==> src/rtl/rr_sel_arb_pkg.sv <==
// rr_sel_arb_pkg -- shared types and constants for the rr_sel_arb arbiter.
//   arb_state_t : arbiter state (IDLE = output empty, HOLD_A/HOLD_B = beat held from lane A/B)
//   SEL_A/SEL_B : lane encodings used for out_sel and the round-robin pointer
//   hold_state  : maps a lane select onto the matching HOLD_* state
package rr_sel_arb_pkg;

  typedef enum logic [1:0] {
    IDLE   = 2'd0,
    HOLD_A = 2'd1,
    HOLD_B = 2'd2
  } arb_state_t;

  localparam logic SEL_A = 1'b0;
  localparam logic SEL_B = 1'b1;

  function automatic arb_state_t hold_state(input logic sel);
    return (sel == SEL_B) ? HOLD_B : HOLD_A;
  endfunction

endpackage

==> src/rtl/rr_sel_arb_out_reg.sv <==
// rr_sel_arb_out_reg -- output payload/select register for rr_sel_arb.
// Ports:
//   clk, rst   : clock, synchronous active-high clear (payload -> 0, select -> SEL_A)
//   ld         : load enable, captures d_data/d_sel on the rising edge
//   d_data     : payload of the granted lane
//   d_sel      : lane that supplied the payload
//   q_data     : registered payload (out_data)
//   q_sel      : registered source select (out_sel)
module rr_sel_arb_out_reg
  import rr_sel_arb_pkg::*;
#(
  parameter int DATA_W = 8
) (
  input  logic              clk,
  input  logic              rst,
  input  logic              ld,
  input  logic [DATA_W-1:0] d_data,
  input  logic              d_sel,
  output logic [DATA_W-1:0] q_data,
  output logic              q_sel
);

  logic [DATA_W-1:0] data_p1;
  logic              sel_p1;

  // ---- stage p1: output register ----
  always_ff @(posedge clk) begin
    if (rst) begin
      data_p1 <= '0;
      sel_p1  <= SEL_A;
    end else if (ld) begin
      data_p1 <= d_data;
      sel_p1  <= d_sel;
    end
  end

  assign q_data = data_p1;
  assign q_sel  = sel_p1;

endmodule

==> src/rtl/rr_sel_arb.sv <==
// rr_sel_arb -- two-lane round-robin arbiter feeding one output register
// with a valid/ready handshake on every side.
// Ports:
//   clk, rst            : clock, synchronous active-high reset
//   a_valid/a_data      : lane A request and payload; a_ready = beat accepted
//   b_valid/b_data      : lane B request and payload; b_ready = beat accepted
//   a_last/b_last       : end-of-packet markers (only with RR_SEL_ARB_LOCK_EN)
//   out_valid/out_data  : output register holds a beat / its payload
//   out_sel             : source lane of the held beat (0=A, 1=B)
//   out_ready           : consumer accepts the held beat
// Configuration macro:
//   RR_SEL_ARB_LOCK_EN  : when defined, a lane that sends a beat with last=0
//                         keeps the grant until it sends its last=1 beat.
module rr_sel_arb
  import rr_sel_arb_pkg::*;
#(
  parameter int DATA_W = 8
) (
  input  logic              clk,
  input  logic              rst,
  input  logic              a_valid,
  input  logic [DATA_W-1:0] a_data,
  output logic              a_ready,
  input  logic              b_valid,
  input  logic [DATA_W-1:0] b_data,
  output logic              b_ready,
`ifdef RR_SEL_ARB_LOCK_EN
  input  logic              a_last,
  input  logic              b_last,
`endif
  output logic              out_valid,
  output logic [DATA_W-1:0] out_data,
  output logic              out_sel,
  input  logic              out_ready
);

  arb_state_t state_q, state_d;
  logic       last_sel_q, last_sel_d;
  logic       load;
  logic       gnt_vld;
  logic       gnt_sel;
  logic       xfer;
  logic [DATA_W-1:0] gnt_data;

`ifdef RR_SEL_ARB_LOCK_EN
  logic lock_q, lock_d;
  logic lock_sel_q, lock_sel_d;
  logic beat_last;
`endif

  assign out_valid = (state_q != IDLE);

  // The only path from out_valid to the readies is through load.
  assign load = !out_valid || out_ready;

  // Grant selection: a single requester wins outright; on a tie the lane
  // that did not win last time is chosen.
  always_comb begin
    gnt_vld = 1'b0;
    gnt_sel = SEL_A;
`ifdef RR_SEL_ARB_LOCK_EN
    if (lock_q) begin
      gnt_sel = lock_sel_q;
      gnt_vld = (lock_sel_q == SEL_B) ? b_valid : a_valid;
    end else
`endif
    if (a_valid && b_valid) begin
      gnt_vld = 1'b1;
      gnt_sel = (last_sel_q == SEL_A) ? SEL_B : SEL_A;
    end else if (a_valid) begin
      gnt_vld = 1'b1;
      gnt_sel = SEL_A;
    end else if (b_valid) begin
      gnt_vld = 1'b1;
      gnt_sel = SEL_B;
    end
  end

  // Readies are held low during reset so no beat is accepted and then dropped.
  assign xfer     = !rst && load && gnt_vld;
  assign a_ready  = xfer && (gnt_sel == SEL_A);
  assign b_ready  = xfer && (gnt_sel == SEL_B);
  assign gnt_data = (gnt_sel == SEL_B) ? b_data : a_data;

  // Next-state logic: every load cycle either captures the granted beat or
  // empties the output register.
  always_comb begin
    state_d    = state_q;
    last_sel_d = last_sel_q;
`ifdef RR_SEL_ARB_LOCK_EN
    lock_d     = lock_q;
    lock_sel_d = lock_sel_q;
    beat_last  = (gnt_sel == SEL_B) ? b_last : a_last;
`endif
    if (load) begin
      if (gnt_vld) begin
        state_d = hold_state(gnt_sel);
`ifdef RR_SEL_ARB_LOCK_EN
        lock_d     = !beat_last;
        lock_sel_d = gnt_sel;
        // The round-robin pointer moves only when a packet completes.
        if (beat_last) begin
          last_sel_d = gnt_sel;
        end
`else
        last_sel_d = gnt_sel;
`endif
      end else begin
        state_d = IDLE;
      end
    end
  end

  // ---- stage p1: arbiter control state ----
  // last_sel resets to B so that lane A wins the first tie.
  always_ff @(posedge clk) begin
    if (rst) begin
      state_q    <= IDLE;
      last_sel_q <= SEL_B;
`ifdef RR_SEL_ARB_LOCK_EN
      lock_q     <= 1'b0;
      lock_sel_q <= SEL_A;
`endif
    end else begin
      state_q    <= state_d;
      last_sel_q <= last_sel_d;
`ifdef RR_SEL_ARB_LOCK_EN
      lock_q     <= lock_d;
      lock_sel_q <= lock_sel_d;
`endif
    end
  end

  rr_sel_arb_out_reg #(
    .DATA_W (DATA_W)
  ) u_out_reg (
    .clk    (clk),
    .rst    (rst),
    .ld     (xfer),
    .d_data (gnt_data),
    .d_sel  (gnt_sel),
    .q_data (out_data),
    .q_sel  (out_sel)
  );

endmodule
==> config.mk <==
export PLATFORM = sky130hd
export DESIGN_NAME = rr_sel_arb
export DESIGN_NICKNAME = d
export VERILOG_FILES = /design/src/rtl/rr_sel_arb_pkg.sv /design/src/rtl/rr_sel_arb_out_reg.sv /design/src/rtl/rr_sel_arb.sv
export SDC_FILE = /design/constraint.sdc
export NUM_CORES = 1
export LEC_CHECK = 0
export CORE_AREA = 10 10 47 49
export DETAILED_ROUTE_END_ITERATION = 10
export DIE_AREA = 0 0 57 59
export DONT_BUFFER_PORTS = 1
export HOLD_SLACK_MARGIN = 0.12
export PLACE_DENSITY = 0.68
export SETUP_SLACK_MARGIN = 0.5
export SYNTH_ARGS = -nofsm -noshare
export SYNTH_HDL_FRONTEND = slang
export SYNTH_HIERARCHICAL = 1
export SYNTH_SLANG_ARGS = --single-unit
==> constraint.sdc <==
create_clock -name clk -period 4 [get_ports clk]
set_clock_uncertainty 0.1 [all_clocks]
set_input_delay 0.6 -clock clk [delete_from_list [all_inputs] [get_ports clk]]
set_output_delay 0.6 -clock clk [all_outputs]
set_load 0.01 [all_outputs]
# Word-level counts from Yosys, hierarchy flattened
# Index checks and enable logic that the tools add are counted.
[totals]
reg_bits = 12
latch_bits = 0
mem_bits_rw = 0
romBits = 0
input_bits = 21
output_inout_bits = 12
elab_cells = 24
n_memories = 0
[classes]
addsub = 0
mul = 0
n_div = 0
magnitude_cmp = 0
eq_ne = 0
n_shift = 0
muxes = 9
n_bitwise = 1
reduce_logical = 10
[ops]
columns = ["cell", "count"]
rows = [
  ["$mux 8", 1],
  ["$mux 1", 6],
  ["$logic_and 1x1->1", 5],
  ["$mux 2", 2],
  ["$logic_not 1->1", 2],
  ["$reduce_and 2->1", 1],
  ["$reduce_bool 2->1", 1],
  ["$logic_or 1x1->1", 1],
  ["$not 1->1", 1],
]

# Logic depth before layout (Yosys ltp)
# Gate-level depths: netlist of run 1.
[depth]
depth_word = 6
mapped_depth = 6
depth_no_buf = 5

# Hierarchy
# Netlist of run 1, hierarchy kept.
[by_module_without_submodules]
columns = ["module", "n_inst", "cells_each", "area_per_inst_um2", "seq_area_each_um2"]
rows = [
  ["rr_sel_arb_out_reg", 1, 29, 319.1, 180.2],
  ["rr_sel_arb", 1, 29, 291.5, 60.1],
]

# Least setup slack after synthesis of run 1
# No wires, ideal clock.
[synth_timing]
path_type = "in2out"
from = "input b_valid"
to = "output b_ready"
arrival_time_ns = 1.178
t_required_ns = 3.300
path_slack_ns = 2.122
cell_stages = 4
path_buffers = 1
path_cell_list = "a21boi_4 > buf_12 > inv_1 > nor2_1"
[synth_via]
word_cells_on_any_way = 8
classes_between = "mux (5); reduce/logical (3)"
[synth_lines]
columns = ["element", "line_no", "rtl"]
rows = [
  ["start: declaration", "rr_sel_arb.sv:24", "input logic b_valid,"],
  ["$mux 1", "rr_sel_arb.sv:73", "end else if (b_valid) begin"],
  ["$mux 1", "rr_sel_arb.sv:70", "end else if (a_valid) begin"],
  ["$mux 1 (*)", "rr_sel_arb.sv:67", "if (a_valid && b_valid) begin"],
  ["named net gnt_sel", "rr_sel_arb.sv:41", "logic gnt_sel;"],
  ["$logic_and 1x1->1 (*)", "rr_sel_arb.sv:82", "assign b_ready = xfer && (gnt_sel == SEL_B);"],
  ["end: declaration", "rr_sel_arb.sv:26", "output logic b_ready,"],
]
# The timed path passes the listed nets; every way through them passes the cells marked *.

# Worst setup path after layout of run 1
[layout_timing]
from = "register last_sel_q"
to = "output b_ready"
[layout_via]
elab_chain_cells = 3
[layout_rtl]
columns = ["element", "line_no", "rtl"]
rows = [
  ["start: declaration", "rr_sel_arb.sv:38", "logic last_sel_q, last_sel_d;"],
  ["start signal: assignment", "rr_sel_arb.sv:126", "last_sel_q <= last_sel_d;"],
  ["$mux 1", "rr_sel_arb.sv:69", "gnt_sel = (last_sel_q == SEL_A) ? SEL_B : SEL_A;"],
  ["$mux 1", "rr_sel_arb.sv:67", ""],
  ["$logic_and 1x1->1", "rr_sel_arb.sv:82", ""],
]
# Every way passes these cells.

==> qor.yml, run 1 <==
slew-limit-headroom: 0.688
fin_crit_sh: 0.504
wirelength_mm: 1.35
drive_above_1_share: 0.224
nets: 81
cts_resized: 0
initial_core_util: 0.436
seq_area_sq_um: 240
clkTransAtPathRegs_ns: 0.07
fin_area_sq_um: 618
r2r_start: "state_q[0]"
drt_pass1_iterations: 4
core-area_sq_um: 1400
vias_per_cell: 5.27
timing.critical_path.from: "last_sel_q"
drt_iter0_drc: 5
pin_count: 33
met1_usage: 0.0733
fmax_mhz: 496
critPathMaxStageDelay_ns: 0.42
crit_path_end: "b_ready"
drc_errors: 0
holdWs_ns: 0.300
gp_congestion: 0.653
antenna_found_initial: 0
instances_no_fill: 74
multi_input_area_sq_um: 324
crit_fanout: 13
finalHoldViolCount: 0
diodes: 0
cts.sink_count: 12
postCtsSetupBuffers: 0
critPathLaunchType: "flop"
synth.distinct_cells: 19
fill_cells: 148
criticalPathCategory: "reg -> out"
antenna_left: 0
placed_area_sq_um: 596
vias: 390
overflow: 0
die_w_um: 57
period_minus_slack_ns: 2.02
track_usage: 0.0825
cts_max_level: 1
syn_inst: 58
cpMaxStageDelayCell: "a21boi_4"
leakage_nw: 0.269
synth_area_sq_um: 611
core.rowCount: 14
dp_cells: 71
syn_to_final_growth_pct: 1.23
ys_warn_count: 6
die_y_um: 59
wl_per_cell_um: 18.2
worstPathRequired_ns: 3.30
setup_violations: 0
cts_buffers: 3
grt_max_degree: 14
power_mw: 0.251
grt_pass1_wl_mm: 2.09
report.final.slew_viol_count: 0
synth_nets: 79
tightest_slew_ns: 0.467
final_cell_mix: "nor2_1, dfxtp_1, mux2i_1"
cts_buffer_depth: 2
yosysSeqAreaShare: 0.393
grt_util_met2: 0.119
tritoncts: "yes"
clk_latency_ns: 0.26
use_met3: 0.0730
die_area_sq_um: 3360
r2r_slack_ns: 2.33
syn-mean-instance-area_sq_um: 10.5
crit_chain: "a21boi_4, inv_1, nor2_1"
vdd_ir_drop_max_v: 0.000190
cap_violations: 0
endpoint_kind: "primary output"
timing.rr.end: "u_out_reg/q_data[6]"
grt_setup_unrepaired: "no"
synth-seq-cells: 12
cp_data_arrival_time_ns: 1.32
outcome: "completed"
setup-tns-final_ns: 0
grt.busiest_layer: "met2"
worstHoldPathType: "in -> reg"
power_density_nw_per_um2: 407
grt_pass1_vias: 438
io_buffer_count: 0
holdBufCountCts: 0
cts_root_buf: "clkbuf_4"
worstRegToRegCells: 5
dpl.hpwl_mm: 1.02
## cell usage after synthesis
| library cell | n | area (sq um) |
|---|---|---|
| dfxtp_1 | 12 | 240 |
| nor2_1 | 12 | 45.0 |
| and3_1 | 1 | 6.26 |
| mux2_4 | 5 | 75.1 |
| or2_2 | 1 | 6.26 |
| nor2b_1 | 1 | 6.26 |
| buf_1 | 1 | 3.75 |
| buf_12 | 1 | 20.0 |
| o22ai_1 | 1 | 6.26 |
| a21boi_4 | 1 | 18.8 |
| o21bai_1 | 1 | 7.51 |
| buf_6 | 1 | 11.3 |
| mux2_2 | 3 | 33.8 |
| a21oi_1 | 2 | 10.0 |
| inv_1 | 3 | 11.3 |
| mux2i_1 | 9 | 90.1 |
| o21ai_0 | 1 | 5.00 |
| o211ai_1 | 1 | 7.51 |
| nand2b_1 | 1 | 6.26 |
## worst max-delay path: cells and delay by family, from the launching register on
family                 cells  cell delay [ns]
DFF                        1             0.34
and+or+nand+nor            1             0.22
buffers and inverters      1             0.08
AOI/OAI and AO/OA          1             0.42
## sequential cells by signal, summed over array words and instances (netlist names)
register,count
state_q,2
u_out_reg/q_data,8
last_sel_q,1
u_out_reg/q_sel,1
## cell families after synthesis
| kind of cell | Yosys count | share of synthesized area |
|---|---|---|
| compound gates | 7 | 0.0902 |
| buf+inv | 6 | 0.0758 |
| flops | 12 | 0.393 |
| mux | 17 | 0.326 |
| simple gates | 16 | 0.115 |
## layer usage
| layer | routed length (um) | share of wire |
|---|---|---|
| met1 | 490 | 0.36 |
| met2 | 628 | 0.47 |
| met4 | 8 | 0.0059 |
| met5 | 0 | 0 |
| met3 | 218 | 0.16 |
## worst min-delay path by stage
stage,from,end,slack [ns],cells past startpoint
2_1_floorplan,state_q[0],state_q[0],0.39,2
5_1_grt,rst,u_out_reg/q_data[7],0.27,1
4_1_cts,rst,u_out_reg/q_data[3],0.28,1
3_3_place_gp,state_q[0],state_q[0],0.42,2
6_report,rst,u_out_reg/q_data[3],0.30,1
3_5_place_dp,state_q[0],state_q[0],0.42,2
## where the power goes
group	internal (mW)	switching, mW	total, mW	leakage [nW]
Combinational	0.0234	0.0191	0.0426	0.156
Clock	0.0348	0.0356	0.0704	0.0138
Sequential	0.129	0.00961	0.138	0.0987
## final cells by class
cell class | count | share of cell area
well taps | 16 | 0.0324
clock buffers | 3 | 0.0364
flip-flops and latches | 12 | 0.389
multi-input cells | 40 | 0.524
inverters | 3 | 0.0182
## stage by stage
step / setup WS, ns / utilization
2_1_floorplan: 2.12 / -
3_3_place_gp: 1.96 / 0.425
3_5_place_dp: 1.96 / 0.425
4_1_cts: 1.94 / 0.441
5_1_grt: 1.86 / 0.441
6_report: 1.98 / 0.441
(Power assumes the default switching activity.)
==> run 2: changes to the inputs <==
Settings changed: ABC_AREA set to 1, PLACE_DENSITY 0.68 to 0.72.
Clock period 4 ns to 1.9 ns, I/O delays scaled along.
==> run 2 against run 1 <==
  * Non-clock buffer count up 7
  * Via count up 65%
  * Total power up 140%
  * Final area up 27%
  * Sequential power up 120%
  * Clock power up 110%
  * Critical path depth unchanged
==> qor.yml, run 2 <==
cts_root_buf: "clkbuf_4"  # unchanged
diodes: 0  # unchanged
worstHoldStart: "out_ready"  # was rst
initial_core_util: 0.479  # was 0.436
crit_chain: "o21ai_4, nand3_4, nor2_4"  # was a21boi_4, inv_1, nor2_1
outcome: "completed"  # unchanged
p_int_mw: 0.409  # was 0.187 mW
clk_latency_ns: 0.26  # about the same
die_area_sq_um: 3360  # unchanged
yosys-top-cells-count: "nand2_1, nor2_1, inv_1"  # was dfxtp_1, nor2_1, mux2i_1
syn_inst: 112  # was 58
setup-tns-final_ns: 0  # unchanged
period_minus_slack_ns: 1.43
die_y_um: 59  # unchanged
final_util: 0.560  # was 0.441
syn_to_final_growth_pct: 16.8  # was 1.23%
dr_wl_met2_um: 827  # was 628 um
yosysSeqAreaShare: 0.358  # was 0.393
clkTransAtPathRegs_ns: 0.07  # about the same
wl_per_cell_um: 12.4  # was 18.2 um
overflow: 0  # unchanged
wirelength_met1_um: 690  # was 490 um
endpoint_kind: "primary output"  # unchanged
pin_count: 33  # unchanged
tritoncts: "yes"  # unchanged
core-area_sq_um: 1400  # unchanged
largest_reg_flops: 8  # unchanged
power_switching_mw: 0.192  # was 0.0644 mW
fin_crit_sh: 0.750
cp_data_arrival_time_ns: 1.04  # was 1.32 ns
swShare: 0.319  # was 0.256
critPathMaxStageDelay_ns: 0.34  # was 0.42 ns
cts_buffer_depth: 2  # unchanged
fin_ws_ns: 0.475  # was 1.98 ns
drt_iter0_drc: 9  # was 5
cts_buffers: 3  # unchanged
synth_area_sq_um: 672  # was 611 sq um
place_ws_ns: 0.413  # was 1.96 ns
r2r_start: "state_q[0]"  # unchanged
setup_violations: 0  # unchanged
cap_violations: 0  # unchanged
vias_per_cell: 4.69  # was 5.27
synth_edf_count: 0  # unchanged
met3_length_um: 175  # was 218 um
seqPwrFrac: 0.506  # was 0.551
dpl.hpwl_mm: 1.24  # was 1.02 mm
pwr-share-comb: 0.246  # was 0.169
worstRegToRegCells: 7  # was 5
synth_flop_cell: "dfxtp_1"  # unchanged
drt_pass1_iterations: 4  # unchanged
final_cell_mix: "nand2_1, nor2_1, inv_1"  # was nor2_1, dfxtp_1, mux2i_1
cts.sink_count: 12  # unchanged
drive_above_1_share: 0.182  # was 0.224
io_buffer_count: 0  # unchanged
top_layer: "met4"  # unchanged
fmax_mhz: 702
synth.distinct_cells: 13  # was 19
track_usage: 0.101  # was 0.0825
critPathLaunchType: "flop"  # unchanged
hold_depth: 4  # was 1
p_clk_frac: 0.248  # was 0.280
worstPathRequired_ns: 1.51  # was 3.30 ns
antenna_left: 0  # unchanged
vdd_ir_drop_max_v: 0.000502  # was 0.000190 V
antenna_found_initial: 0  # unchanged
leakage_nw: 0.431  # was 0.269 nW
synth.most_common_cell: "nand2_1"
cts_max_level: 1  # unchanged
finalHoldViolCount: 0  # unchanged
power_density_nw_per_um2: 765  # was 407 nW/um^2
r2r_slack_ns: 0.59  # was 2.33 ns
ys_warn_count: 6  # unchanged
core.rowCount: 14  # unchanged
fill_cells: 149  # was 148
syn-mean-instance-area_sq_um: 6.00  # was 10.5 sq um
vias: 642  # was 390
hold_path_end: "last_sel_q"  # was u_out_reg/q_data[3]
worst-path-stages: 3  # unchanged
grt_pass1_wl_mm: 2.80  # was 2.09 mm
path_delay_family: "flip-flops"  # was compound AO/OA/AOI/OAI gates
gp_congestion: 0.684  # was 0.653
grt_max_degree: 11  # was 14
grt_setup_unrepaired: "yes"  # was no
cpMaxStageDelayCell: "dfxtp_2"  # was a21boi_4
tightest_slew_ns: 0.236  # was 0.467 ns
async_flop_share: 0  # unchanged
worstHoldPathType: "in -> reg"  # unchanged
timing.rr.end: "u_out_reg/q_data[0]"  # was u_out_reg/q_data[6]
criticalPathCategory: "reg -> out"  # unchanged
ys_top_cells_by_area: "dfxtp_1, nand2_1, nor2_1"  # was dfxtp_1, mux2i_1, mux2_4
nets: 144  # was 81
die_w_um: 57  # unchanged
report.final.slew_viol_count: 0  # unchanged
crit_fanout: 3  # was 13
slew-limit-headroom: 0.842  # was 0.688
grt_pass1_vias: 639  # was 438
synth_top_area_share: 0.358  # was 0.393
yosys.area.top_type: "dfxtp_1"  # unchanged
synth_nets: 133  # was 79
path_buf_inv: 0  # was 1
drc_errors: 0  # unchanged
synth-seq-cells: 12  # unchanged
wirelength_mm: 1.70  # was 1.35 mm
final_common_cell: "nand2_1"
==> run 2: changes by cell type in the layout (fill, tap and decap cells not counted), moves of 3 or more <==
cell,change
nor2_1,+10
mux2i_1,-9
inv_1,+11
nand2_1,+49
mux2_4,-5
buf_4,+5
mux2_2,-3
==> run 2: final cells by class <==
cell class | instances | area, sq um | share of cell area
timing repair buffer | 7 | 58.8 | 0.0750
sequential | 12 | 243 | 0.309
inverter | 18 | 76.3 | 0.0973
timing repair inverter | 2 | 12.5 | 0.0159
multi-input combinational | 79 | 352 | 0.448
clock buffer | 3 | 22.5 | 0.0287
tap | 16 | 20.0 | 0.0255
==> run 2: worst max-delay path by stage <==
stage | startpoint | end | slack, ns
2_1_floorplan | state_q[0] | u_out_reg/q_data[6] | 0.67
3_3_place_gp | state_q[0] | u_out_reg/q_data[2] | 0.48
3_5_place_dp | state_q[0] | u_out_reg/q_data[2] | 0.41
4_1_cts | state_q[1] | b_ready | 0.47
5_1_grt | state_q[0] | a_ready | 0.41
6_report | state_q[0] | b_ready | 0.47
==> run 2: power by group through the flow <==
stage / Combinational [mW] / Clock, mW / Sequential (mW)
6_report: 0.148 / 0.149 / 0.304
3_5_place_dp: 0.112 / 0 / 0.310
4_1_cts: 0.141 / 0.152 / 0.304
2_1_floorplan: 0.108 / 0 / 0.304
3_3_place_gp: 0.109 / 0 / 0.309
5_1_grt: 0.170 / 0.162 / 0.307
==> run 2: stage by stage <==
stage               power [mW]  hold WS (ns)  std cells  instance area, sq um
floorplan                0.412         0.254        112                   672
global placement         0.419         0.259        125                   654
detailed placement       0.422         0.257        125                   654
CTS                      0.597         0.132        136                   769
global route             0.640         0.147        137                   785
finish                   0.600         0.132        137                   785
==> run 2: cell families after synthesis <==
family	share of synthesized area
and+or+nand+nor	0.454
AOI/OAI and AO/OA	0.0317
DFF	0.358
buffers and inverters	0.156
==> run 2: worst min-delay path, cell delays in order <==
cell and delay [ns]:
nor2_1 0.02, nor2_1 0.07, nor2_1 0.04, nand2_1 0.04
==> run 2: per-layer routing <==
metal	up-vias	global-route usage
met5	-	0
met4	0	0.0302
met3	2	0.0515
met2	21	0.174
met1	276	0.105
li1	343	-
==> run 2: repair_timing <==
action,in CTS,in global routing
hold buffers,1,0
gates resized for setup,8,5
setup endpoints to repair,11,12
buffers inserted,6,0
endpoints found under the hold margin,2,0
pin swaps,4,3
gates cloned,1,1
